### src/rtl/add_sub_pkg.sv
// -----------------------------------------------------------------------------
// add_sub_pkg
//   Shared definitions for the serial adder/subtractor engine.
//   - MODE_ADD / MODE_SUB : encoding of the 'mode' input
//   - state_t             : FSM state encoding (IDLE / RUN / DONE)
// -----------------------------------------------------------------------------
package add_sub_pkg;

  localparam logic MODE_ADD = 1'b0;
  localparam logic MODE_SUB = 1'b1;

  typedef enum logic [1:0] {
    ST_IDLE = 2'd0,
    ST_RUN  = 2'd1,
    ST_DONE = 2'd2
  } state_t;

endpackage

### src/rtl/add_sub_cell.sv
// -----------------------------------------------------------------------------
// add_sub_cell
//   One-bit full adder / full subtractor.
//   Ports:
//     a, b   : operand bits
//     c_in   : carry-in (add) or borrow-in (sub)
//     mode   : MODE_ADD or MODE_SUB
//     s      : sum / difference bit
//     c_out  : carry-out (add) or borrow-out (sub)
// -----------------------------------------------------------------------------
module add_sub_cell
  import add_sub_pkg::*;
(
  input  logic a,
  input  logic b,
  input  logic c_in,
  input  logic mode,
  output logic s,
  output logic c_out
);

  logic a_xor_b;

  assign a_xor_b = a ^ b;
  assign s       = a_xor_b ^ c_in;

  always_comb begin
    c_out = 1'b0;
    if (mode == MODE_SUB) begin
      // Borrow out when b exceeds a, or when equal bits must pass a borrow on.
      c_out = (~a & b) | (~a_xor_b & c_in);
    end else begin
      c_out = (a & b) | (c_in & a_xor_b);
    end
  end

endmodule

### src/rtl/serial_add_sub.sv
// -----------------------------------------------------------------------------
// serial_add_sub
//   Multi-cycle adder/subtractor processing DIGIT bits per clock, LSB first.
//   Handshake: a transfer happens on a rising edge where valid && ready are
//   both high; the producer holds its fields while valid is high and ready
//   low, the consumer may change ready freely.
//   Ports:
//     clk, rst_n          : clock, asynchronous active-low reset
//     in_valid / in_ready : operand handshake (in_ready high only when idle)
//     a, b, mode, cin     : operands, 0=add 1=sub, carry/borrow in
//     out_valid/out_ready : result handshake (out_valid high only in DONE)
//     result, cout        : sum/difference mod 2^WIDTH, carry/borrow out
//     ovf, zero           : signed overflow, result==0 (registered on DONE entry)
// -----------------------------------------------------------------------------
module serial_add_sub
  import add_sub_pkg::*;
#(
  parameter int WIDTH = 8,
  parameter int DIGIT = 1
) (
  input  logic             clk,
  input  logic             rst_n,
  input  logic             in_valid,
  output logic             in_ready,
  input  logic [WIDTH-1:0] a,
  input  logic [WIDTH-1:0] b,
  input  logic             mode,
  input  logic             cin,
  output logic             out_valid,
  input  logic             out_ready,
  output logic [WIDTH-1:0] result,
  output logic             cout,
  output logic             ovf,
  output logic             zero
);

  localparam int STEPS  = WIDTH / DIGIT;
  localparam int STEP_W = $clog2(STEPS + 1);

  if (WIDTH < 1 || DIGIT < 1 || (WIDTH % DIGIT) != 0) begin : g_bad_param
    $error("serial_add_sub: WIDTH must be >= 1 and a multiple of DIGIT");
  end

  state_t            state, state_n;
  logic [STEP_W-1:0] step;
  logic [WIDTH-1:0]  a_sr, b_sr, res_sr;
  logic              mode_q, carry_q, a_msb, b_msb;

  logic [DIGIT:0]    chain;
  logic [DIGIT-1:0]  sum_d;
  logic [WIDTH-1:0]  res_next;
  logic              last_step, ovf_next;

  // Ripple chain over the low DIGIT bits of the operand shift registers.
  assign chain[0] = carry_q;
  for (genvar i = 0; i < DIGIT; i++) begin : g_cell
    add_sub_cell u_cell (
      .a     (a_sr[i]),
      .b     (b_sr[i]),
      .c_in  (chain[i]),
      .mode  (mode_q),
      .s     (sum_d[i]),
      .c_out (chain[i+1])
    );
  end

  // New digit enters at the MSB end; after STEPS shifts the LSB digit sits at bit 0.
  assign res_next  = (res_sr >> DIGIT) | (WIDTH'(sum_d) << (WIDTH - DIGIT));
  assign last_step = (step == STEP_W'(STEPS - 1));

  always_comb begin
    ovf_next = 1'b0;
    if (mode_q == MODE_SUB) begin
      ovf_next = (a_msb != b_msb) && (res_next[WIDTH-1] != a_msb);
    end else begin
      ovf_next = (a_msb == b_msb) && (res_next[WIDTH-1] != a_msb);
    end
  end

  always_comb begin
    state_n = state;
    case (state)
      ST_IDLE: if (in_valid)  state_n = ST_RUN;
      ST_RUN:  if (last_step) state_n = ST_DONE;
      ST_DONE: if (out_ready) state_n = ST_IDLE;
      default:                state_n = ST_IDLE;
    endcase
  end

  assign in_ready  = (state == ST_IDLE);
  assign out_valid = (state == ST_DONE);

  always_ff @(posedge clk or negedge rst_n) begin
    if (!rst_n) begin
      state   <= ST_IDLE;
      step    <= '0;
      a_sr    <= '0;
      b_sr    <= '0;
      res_sr  <= '0;
      mode_q  <= MODE_ADD;
      carry_q <= 1'b0;
      a_msb   <= 1'b0;
      b_msb   <= 1'b0;
      result  <= '0;
      cout    <= 1'b0;
      ovf     <= 1'b0;
      zero    <= 1'b0;
    end else begin
      state <= state_n;
      case (state)
        ST_IDLE: begin
          if (in_valid) begin
            a_sr    <= a;
            b_sr    <= b;
            mode_q  <= mode;
            carry_q <= cin;
            a_msb   <= a[WIDTH-1];
            b_msb   <= b[WIDTH-1];
            step    <= '0;
          end
        end
        ST_RUN: begin
          a_sr    <= a_sr >> DIGIT;
          b_sr    <= b_sr >> DIGIT;
          carry_q <= chain[DIGIT];
          res_sr  <= res_next;
          step    <= step + STEP_W'(1);
          // Visible outputs only change when the full result is known.
          if (last_step) begin
            result <= res_next;
            cout   <= chain[DIGIT];
            ovf    <= ovf_next;
            zero   <= (res_next == '0);
          end
        end
        default: ;
      endcase
    end
  end

endmodule

### config.mk
export PLATFORM = sky130hd
export DESIGN_NAME = serial_add_sub
export DESIGN_NICKNAME = d
export VERILOG_FILES = /design/src/rtl/add_sub_pkg.sv /design/src/rtl/add_sub_cell.sv /design/src/rtl/serial_add_sub.sv
export SDC_FILE = /design/constraint.sdc
export NUM_CORES = 1
export LEC_CHECK = 0
export CAP_MARGIN = 5
export CELL_PAD_IN_SITES_DETAIL_PLACEMENT = 1
export CELL_PAD_IN_SITES_GLOBAL_PLACEMENT = 1
export CORE_AREA = 2 2 74 76
export CTS_CLUSTER_SIZE = 14
export DETAILED_ROUTE_END_ITERATION = 6
export DIE_AREA = 0 0 76 78
export GPL_ROUTABILITY_DRIVEN = 0
export MAX_ROUTING_LAYER = met4
export PLACE_DENSITY = 0.81
export SLEW_MARGIN = 20
export SYNTH_ARGS = -nofsm -noshare
export SYNTH_HDL_FRONTEND = slang
export SYNTH_SLANG_ARGS = --single-unit
### constraint.sdc
create_clock -name clk -period 2.2 [get_ports clk]
set_input_delay 0.22 -clock clk [delete_from_list [all_inputs] [get_ports clk]]
set_output_delay 0.22 -clock clk [all_outputs]
set_load 0.1 [all_outputs]
Yosys cells after proc, flatten, opt, wreduce, memory -nomap -nowiden
Index checks and enable logic that the tools add are counted.
{ "totals": {"output_inout_bits": 13, "regBits": 45} }
{ "classes": {"muxes": 14, "n_addsub": 1, "n_bitwise": 11, "n_reduce_logical": 9, "n_eq_ne": 9} }
{ "ops": {"columns": ["operator", "count"], "rows": [
  ["one-hot mux 8 bit (2 select lines)", 2],
  ["two-way mux 8 bit", 2],
  ["zero test 8 bit", 1],
  ["OR 7 x 8 -> 8 bit", 1],
  ["one-hot mux 4 bit (2 select lines)", 1],
  ["two-way mux 2 bit", 3],
  ["one-hot mux 2 bit (3 select lines)", 1],
  ["AND reduction 2 bit", 3],
  ["adder 4 x 1 -> 4 bit, second input constant", 1],
  ["AND 1 bit", 4],
  ["equality test 4 x 3 -> 1 bit, second input constant", 1],
  ["two-way mux 4 bit", 1],
  ["inequality test 2 bit, second input constant", 2],
  ["two-way mux 1 bit", 3],
  ["AND reduction 3 bit", 1],
  ["equality test 2 x 1 -> 1 bit, second input constant", 1],
  ["equality test 2 bit, second input constant", 1],
  ["logical AND 1 bit", 2],
  ["zero test 2 bit", 1],
  ["inequality test 1 bit", 2],
  ["inequality test 2 x 1 -> 1 bit, second input constant", 1],
  ["NOT 1 bit", 2],
  ["OR 1 bit", 2],
  ["one-hot mux 1 bit (2 select lines)", 1],
  ["3 further kinds", 4]
]} }

Longest topological paths before layout
Gate-level depths: netlist of the first run.
{ "depth": {"ltp_word": 6, "ltp_mapped": 5, "mapped_depth_nobuf": 5} }

By module
Synthesis of the first run repeated with hierarchy kept, for this count alone.
{ "unflattened": {"hier_cells": 171, "area_unflattened_um2": 2009.4} }
{ "by_module_without_submodules": {"columns": ["mod", "cells_each", "instances", "area_per_inst_um2"], "rows": [
  ["serial_add_sub", 165, 1, 1948.1],
  ["add_sub_cell", 6, 1, 61.3]
]} }

Worst setup path after synthesis of the first run
Ideal clock, no wire load.
{ "synth_timing": {"kind": "reg2reg", "from": "reg state[0]", "to": "reg state[1]", "synth_period_minus_slack_ns": 2.285, "stages_incl_launch_ff": 4, "setup_slack_ns": -0.085, "setup_ns": 0.069, "required_ns": 2.131, "t_arrival_ns": 2.216, "path_cell_list": "dfrtp_1 > buf_2 > nor2b_1 > a21o_1"} }
{ "synth_via": {"elab_chain_len": 3, "word_cells_on_any_way": 8, "cone_classes": "eq/ne (5); mux (1); reduce/logical (2)"} }
{ "synth_lines": {"columns": ["element", "line", "text"], "rows": [
  ["from (decl)", "serial_add_sub.sv:44", "state_t state, state_n;"],
  ["from (signal assigned)", "serial_add_sub.sv:109", "state <= state_n;"],
  ["equality test 2 bit (*)", null, null],
  ["net out_valid", "serial_add_sub.sv:29", "output logic out_valid,"],
  ["inequality test 2 x 1 -> 1 bit (no source line)", null, null],
  ["AND reduction 3 bit (no source line)", null, null]
]} }
Mark *: on every way through the listed nets, which the timed path passes. The rest lies on a longest branch.
A chain may end at the register's enable or synchronous reset.

Worst setup path in the final report of the first run
{ "layout_timing": {"from": "reg state[1]", "to": "reg result[6]"} }
{ "layout_via": {"elab_chain_len": 2} }
{ "layout_lines": {"columns": ["element", "line", "text"], "rows": [
  ["equality test 2 x 1 -> 1 bit", "serial_add_sub.sv:110", "case (state)"],
  ["AND reduction 2 bit (no source line)", null, null],
  ["to (signal assigned)", "serial_add_sub.sv:130", "result <= res_next;"],
  ["to (decl)", "serial_add_sub.sv:31", "output logic [WIDTH-1:0] result,"]
]} }
Every way passes these cells.

==> results of run 1 <==
[layout make-up]
class,instances,area share
inverters,5,0.007429
repair buffers,40,0.1486
well taps,70,0.03467
multi-input cells,111,0.3368
clock buffers,6,0.03269
clock inverters,2,0.003962
flip-flops and latches,44,0.4359
[power by group through the flow]
stage | combinational [mW] | sequential (mW) | clock (mW)
final | 1.91 | 1.43 | 0.521
after global routing | 2.06 | 1.48 | 0.566
after CTS | 1.94 | 1.43 | 0.539
after detailed placement | 1.93 | 1.44 | 0
after global placement | 1.88 | 1.42 | 0
after floorplan | 0.887 | 2.00 | 0
[sequential cells by signal, summed over array words and instances (netlist names)]
signal / cells
cout: 1
step: 4
a_sr: 8
res_sr: 7
b_sr: 8
ovf: 1
mode_q: 1
zero: 1
result: 8
carry_q: 1
a_msb: 1
b_msb: 1
state: 2
[metal layers]
layer | global-route usage | up-vias
li1 | - | 673
met1 | 0.2100 | 692
met2 | 0.2679 | 18
met3 | 0.03953 | 7
met4 | 0.06545 | 0
met5 | - | -
[cell families after synthesis]
logic type	Yosys count
muxes	23
AOI/OAI and AO/OA	39
xor gates and xnor gates	2
adders and majority gates	3
DFF	44
and+or+nand+nor	44
buffers and inverters	14
[repair_timing]
item | 4_1_cts | 5_1_grt
endpoints found under the hold margin | 25 | 0
resized for setup | 0 | 0
hold buffers | 1 | 0
[how the worst max path moves through the flow]
| stage | to | start | slack [ns] |
|---|---|---|---|
| after floorplan | in_ready | state[0] | 0.43 |
| after global placement | ovf | state[1] | 0.46 |
| after detailed placement | ovf | state[1] | 0.40 |
| after CTS | result[6] | state[1] | 0.38 |
| after global routing | result[6] | state[1] | 0.30 |
| final | result[6] | state[1] | 0.39 |
[cells in the final DEF (no fill, tap or decap), types with 3 or more instances in the layout]
cell type / netlist / routed
sky130_fd_sc_hd__o21ai_0: 14 / 14
sky130_fd_sc_hd__mux2i_1: 3 / 3
sky130_fd_sc_hd__mux2_2: 20 / 20
sky130_fd_sc_hd__a22oi_1: 4 / 4
sky130_fd_sc_hd__and3b_1: 10 / 10
sky130_fd_sc_hd__clkbuf_8: 0 / 6
sky130_fd_sc_hd__inv_1: 5 / 5
sky130_fd_sc_hd__dfrtp_1: 44 / 44
sky130_fd_sc_hd__buf_4: 0 / 16
sky130_fd_sc_hd__clkdlybuf4s50_1: 0 / 20
sky130_fd_sc_hd__a21oi_1: 10 / 10
sky130_fd_sc_hd__nand2_1: 19 / 19
[worst max-delay path, stage by stage, from the launching register on]
cell,delay (ns)
sky130_fd_sc_hd__dfrtp_1,0.38
sky130_fd_sc_hd__nand2b_2,0.30
sky130_fd_sc_hd__nor3_4,0.59
sky130_fd_sc_hd__mux2_2,0.41
==> impl_metrics.tcl, run 1 <==
set metrics [dict create \
    status "completed" \
    worst-slew-pin-transition_ns 0.6378 \
    power.ir.vdd_worst_mv 0.6345 \
    top_layer "met4" \
    slew_violations 0 \
    final_period_minus_worst_setup_slack_ns 1.806 \
    detail_route.first_pass.iterations 3 \
    grt_pass1_vias 1480 \
    fp.dieArea_sq_um 5928 \
    wl_um 4330 \
    synth-seq-area-share 0.5466 \
    drive_gt1_frac 0.2548 \
    rsz0062_at_grt "no" \
    synth_xor_area_frac 0.008696 \
    yosys-top-cells-count "sky130_fd_sc_hd__dfrtp_1, sky130_fd_sc_hd__mux2_2, sky130_fd_sc_hd__nand2_1" \
    synth_area_leader_cell "sky130_fd_sc_hd__dfrtp_1" \
    tcrit_tclk_final 0.8210 \
    synth.net_count 194 \
    worst_hold_slack_after_final_layout_ns 0.4613 \
    critical_path.startpoint_type "register" \
    pin_count 35 \
    core_area_sq_um 5042 \
    post-cts-setup-buffers 0 \
    synthMostInstantiatedCell "sky130_fd_sc_hd__dfrtp_1" \
    dr_wl_met2_um 2154 \
    share_comb_of_total_power 0.496 \
    vias 1390 \
    grt_max_degree 31 \
    final-setup-viol-count 0 \
    grt_util_all_layers 0.1681 \
    cts_tree "yes" \
    dominant_combinational_cell_family_by_area_after_synthesis "simple AND/OR/NAND/NOR gates" \
    detailedPlace.worstSlack_ns 0.3992 \
    yosys_warnings 0 \
    placedCellCount 269 \
    r2r_setup_slack_ns 0.39 \
    power_density_nw_per_um2 1527 \
    hold_path.class "in2async" \
    crit-reg2reg-capture "result[6]" \
    clk_transition_reported_paths_ns 0.08 \
    finalSetupTns_ns 0 \
    die_height_um 78 \
    seqCellArea_sq_um 1101 \
    htree_levels 2 \
    detailed_place_hpwl_um 2988 \
    finalHoldViolations 0 \
    initial_antenna_violation_count 0 \
    reg2regPathDepth 3 \
    met3RoutedLength_um 123 \
    grt_pass1_wl_um 7569 \
    synth-main-ff-cell "sky130_fd_sc_hd__dfrtp_1" \
    synth_seq_cells 44 \
    power.static_leakage_nw 1.144 \
    synth_largest_type_area_fraction 0.5466 \
    final_util 0.5010 \
    fill_cells 539 \
    share_seq_of_total_power 0.369 \
    grt.overflow.total 0 \
    route.antenna.remaining_nets 0 \
    layout_setup_ws_ns 0.3937 \
    numPortBuffers 34 \
    crit_path_end_kind "register" \
    post_synthesis_instance_area_sq_um 2014 \
    timing.slew.headroom 0.5734 \
    post_dr_wirelength_cell_um 15.58 \
    crit_arrival_ns 1.99 \
    total_power_mw 3.859 \
    die_w_um 76 \
    finalClockSkew_ns 0.008928 \
    initial_core_util 0.3995 \
    critPathRequiredTime_ns 2.38 \
    worstPathMaxFanout 12 \
    synth_enable_flop_cells 0 \
    clkLatencyLatePin_ns 0.30 \
    avgSynthCellArea_sq_um 11.92 \
    asyncSetResetFlopFracSynth 1.000 \
    regToRegStartpoint "state[1]" \
    synthMuxAreaShare 0.1267 \
    cts.sink_count 44 \
    routed_via_density 5.000 \
    numCtsBuffers 5 \
    ctsRootBufferMaster "sky130_fd_sc_hd__clkbuf_8" \
    wl_met1_um 1970 \
    nNetsFinal 232 \
    stdcell_count 278 \
    rows 26 \
    multiInputGateArea_sq_um 850.8 \
    synthCells 169 \
    detailed_place.area_sq_um 2424 \
    cell_internal_pwr_mw 2.083 \
    synth-adder-area-share 0.02609 \
    synth.area.top_cells "sky130_fd_sc_hd__dfrtp_1, sky130_fd_sc_hd__mux2_2, sky130_fd_sc_hd__and3b_1" \
    dr.first_iter.drc_count 83 \
    synth_simple_gate_area_frac 0.1360 \
    n_antenna_cell 0 \
    cts-root-to-sink-buffers 2 \
    p_sw_mw 1.775 \
    pwr-share-clk 0.135 \
    switching_share 0.4601 \
    drcViolationCount 0 \
    timing.max_cap.violations 0 \
    criticalPathCategory "reg2reg" \
    max_clock_freq_mhz 553.6 \
    final_design_area_no_fill_sq_um 2526 \
    synth_compound_gate_area_share 0.1224 \
    syn_to_final_growth_pct 25.40 \
    synthDistinctLibCells 36 \
]
Power figures use the tool's default switching activity.
==> run 2, diff against run 1 <==
==> constraint.sdc (replaced) <==
create_clock -name clk -period 1.7 [get_ports clk]
set_input_delay 0.17 -clock clk [delete_from_list [all_inputs] [get_ports clk]]
set_output_delay 0.17 -clock clk [all_outputs]
set_load 0.1 [all_outputs]
==> run 2 against run 1 <==
Hold slack got worse by 0.11 ns. Largest cell class unchanged. Critical endpoint is now ovf. Critical path depth increased by 2. Cell count increased by 2.9%. Sequential power rose by 31%.
==> impl_metrics.tcl, run 2 (synthesis gave the netlist of run 1 again) <==
set metrics [dict create \
    status "completed" \
    initial_core_util 0.3995 \
    rsz0062_at_grt "no" \
    post_dr_wirelength_cell_um 15.78 \
    syn_to_final_growth_pct 34.22 \
    detailed_place_hpwl_um 3179 \
    final_period_minus_worst_setup_slack_ns 1.592 \
    final-setup-viol-count 0 \
    cts-root-to-sink-buffers 2 \
    pin_count 35 \
    fp.dieArea_sq_um 5928 \
    regToRegStartpoint "b_sr[0]" \
    grt_util_all_layers 0.1718 \
    clkLatencyLatePin_ns 0.31 \
    finalHoldViolations 0 \
    stdcell_count 286 \
    clk_transition_reported_paths_ns 0.09 \
    initial_antenna_violation_count 0 \
    mostFrequentLayoutCells "sky130_fd_sc_hd__dfrtp_1, sky130_fd_sc_hd__mux2_2, sky130_fd_sc_hd__clkdlybuf4s50_1" \
    dr.first_iter.drc_count 57 \
    tcrit_tclk_final 0.9365 \
    wl_um 4513 \
    worst_hold_slack_after_final_layout_ns 0.3472 \
    routed_via_density 4.993 \
    crit_path_start "b_sr[0]" \
    r2r_setup_slack_ns 0.11 \
    criticalPathCategory "reg2reg" \
    reg2regPathDepth 5 \
    route.antenna.remaining_nets 0 \
    cts_tree "yes" \
    drcViolationCount 0 \
    grt_pass1_wl_um 7810 \
    grt.overflow.total 0 \
    crit_path_end_kind "register" \
    grt_max_degree 26 \
    rows 26 \
    htree_levels 2 \
    detail_route.first_pass.iterations 3 \
    layout_commonest_cell "sky130_fd_sc_hd__dfrtp_1" \
    power_density_nw_per_um2 2029 \
    drive_gt1_frac 0.2917 \
    ctsRootBufferMaster "sky130_fd_sc_hd__clkbuf_8" \
    worst-slew-pin-transition_ns 0.4720 \
    cp-endpoint "ovf" \
    timing.max_cap.violations 0 \
    max_clock_freq_mhz 628.2 \
    final_util 0.5362 \
    power.ir.vdd_worst_mv 0.8381 \
    worstPathMaxFanout 5 \
    finalClockSkew_ns 0.01073 \
    critical_path.startpoint_type "register" \
    n_antenna_cell 0 \
    timing.slew.headroom 0.6854 \
    cts.sink_count 44 \
    critPathRequiredTime_ns 1.90 \
    numCtsBuffers 5 \
    slew_violations 0 \
    die_height_um 78 \
    grt_pass1_vias 1551 \
    numPortBuffers 34 \
    core_area_sq_um 5042 \
    crit-reg2reg-capture "ovf" \
    hold_path.class "in2async" \
    placedCellCount 275 \
    vias 1428 \
    power.static_leakage_nw 1.218 \
    die_w_um 76 \
    crit_arrival_ns 1.80 \
    nNetsFinal 240 \
    largest_registers "a_sr: 8 flops, b_sr: 8 flops, result: 8 flops" \
]
[run 2: cell types whose count changed in the layout (fill, tap and decap cells not counted)]
| cell | change |
|---|---|
| sky130_fd_sc_hd__buf_12 | +6 |
| sky130_fd_sc_hd__buf_4 | +2 |
| sky130_fd_sc_hd__bufinv_16 | +1 |
| sky130_fd_sc_hd__clkinv_2 | -2 |
| sky130_fd_sc_hd__clkinv_4 | +1 |
| sky130_fd_sc_hd__fa_1 | -1 |
| sky130_fd_sc_hd__fa_2 | +1 |
| sky130_fd_sc_hd__nor2_2 | -1 |
| sky130_fd_sc_hd__nor2_4 | +1 |
| sky130_fd_sc_hd__nor4_1 | -1 |
| sky130_fd_sc_hd__nor4_2 | +1 |
[run 2: stage by stage]
stage / worst slack, ns / total power [mW] / instance area [sq um] / TNS, ns
3_5_place_dp: 0.09677 / 4.616 / 2549 / 0
4_1_cts: 0.08243 / 5.485 / 2680 / 0
3_3_place_gp: 0.1579 / 4.495 / 2549 / 0
5_1_grt: 0.04187 / 5.802 / 2704 / 0
6_report: 0.1080 / 5.487 / 2704 / 0
2_1_floorplan: -0.004789 / 3.741 / 2024 / -0.004789
[run 2: report_power, final]
group          switching (mW)  internal [mW]  leakage [nW]
Clock                   0.379          0.481        0.0614
Combinational            1.65           1.10         0.598
Sequential              0.380           1.50         0.559
[run 2: final cells by class]
class,count,area (sq um)
clock inverter,2,38.79
timing repair buffer,48,510.5
fill,525,2338
tap,70,87.58
inverter,5,18.77
sequential,44,1101
multi-input combinational,111,864.6
clock buffer,6,82.58
[run 2: metal layers]
layer | GRT usage | share of wire
met2 | 0.2768 | 0.50
met1 | 0.2144 | 0.46
met3 | 0.04419 | 0.028
met5 | - | 0
met4 | 0.05455 | 0.012
[run 2: repair_timing]
item,in CTS,in global routing
endpoints found under the setup margin,0,2
resized for setup,0,2
hold endpoints to repair,19,0
hold buffers,1,0
setup buffers,0,2
[run 2: how the worst min path moves through the flow]
stage / endpoint
floorplan: a_msb
global placement: b_sr[4]
detailed placement: b_sr[4]
CTS: result[0]
global route: step[1]
finish: result[0]
[run 2: worst max-delay path, stage by stage (launching register included)]
cell and delay, ns:
sky130_fd_sc_hd__dfrtp_1 0.37, sky130_fd_sc_hd__inv_1 0.07, sky130_fd_sc_hd__fa_2 0.62, sky130_fd_sc_hd__nand2b_1 0.11, sky130_fd_sc_hd__mux2i_1 0.06, sky130_fd_sc_hd__mux2_2 0.26
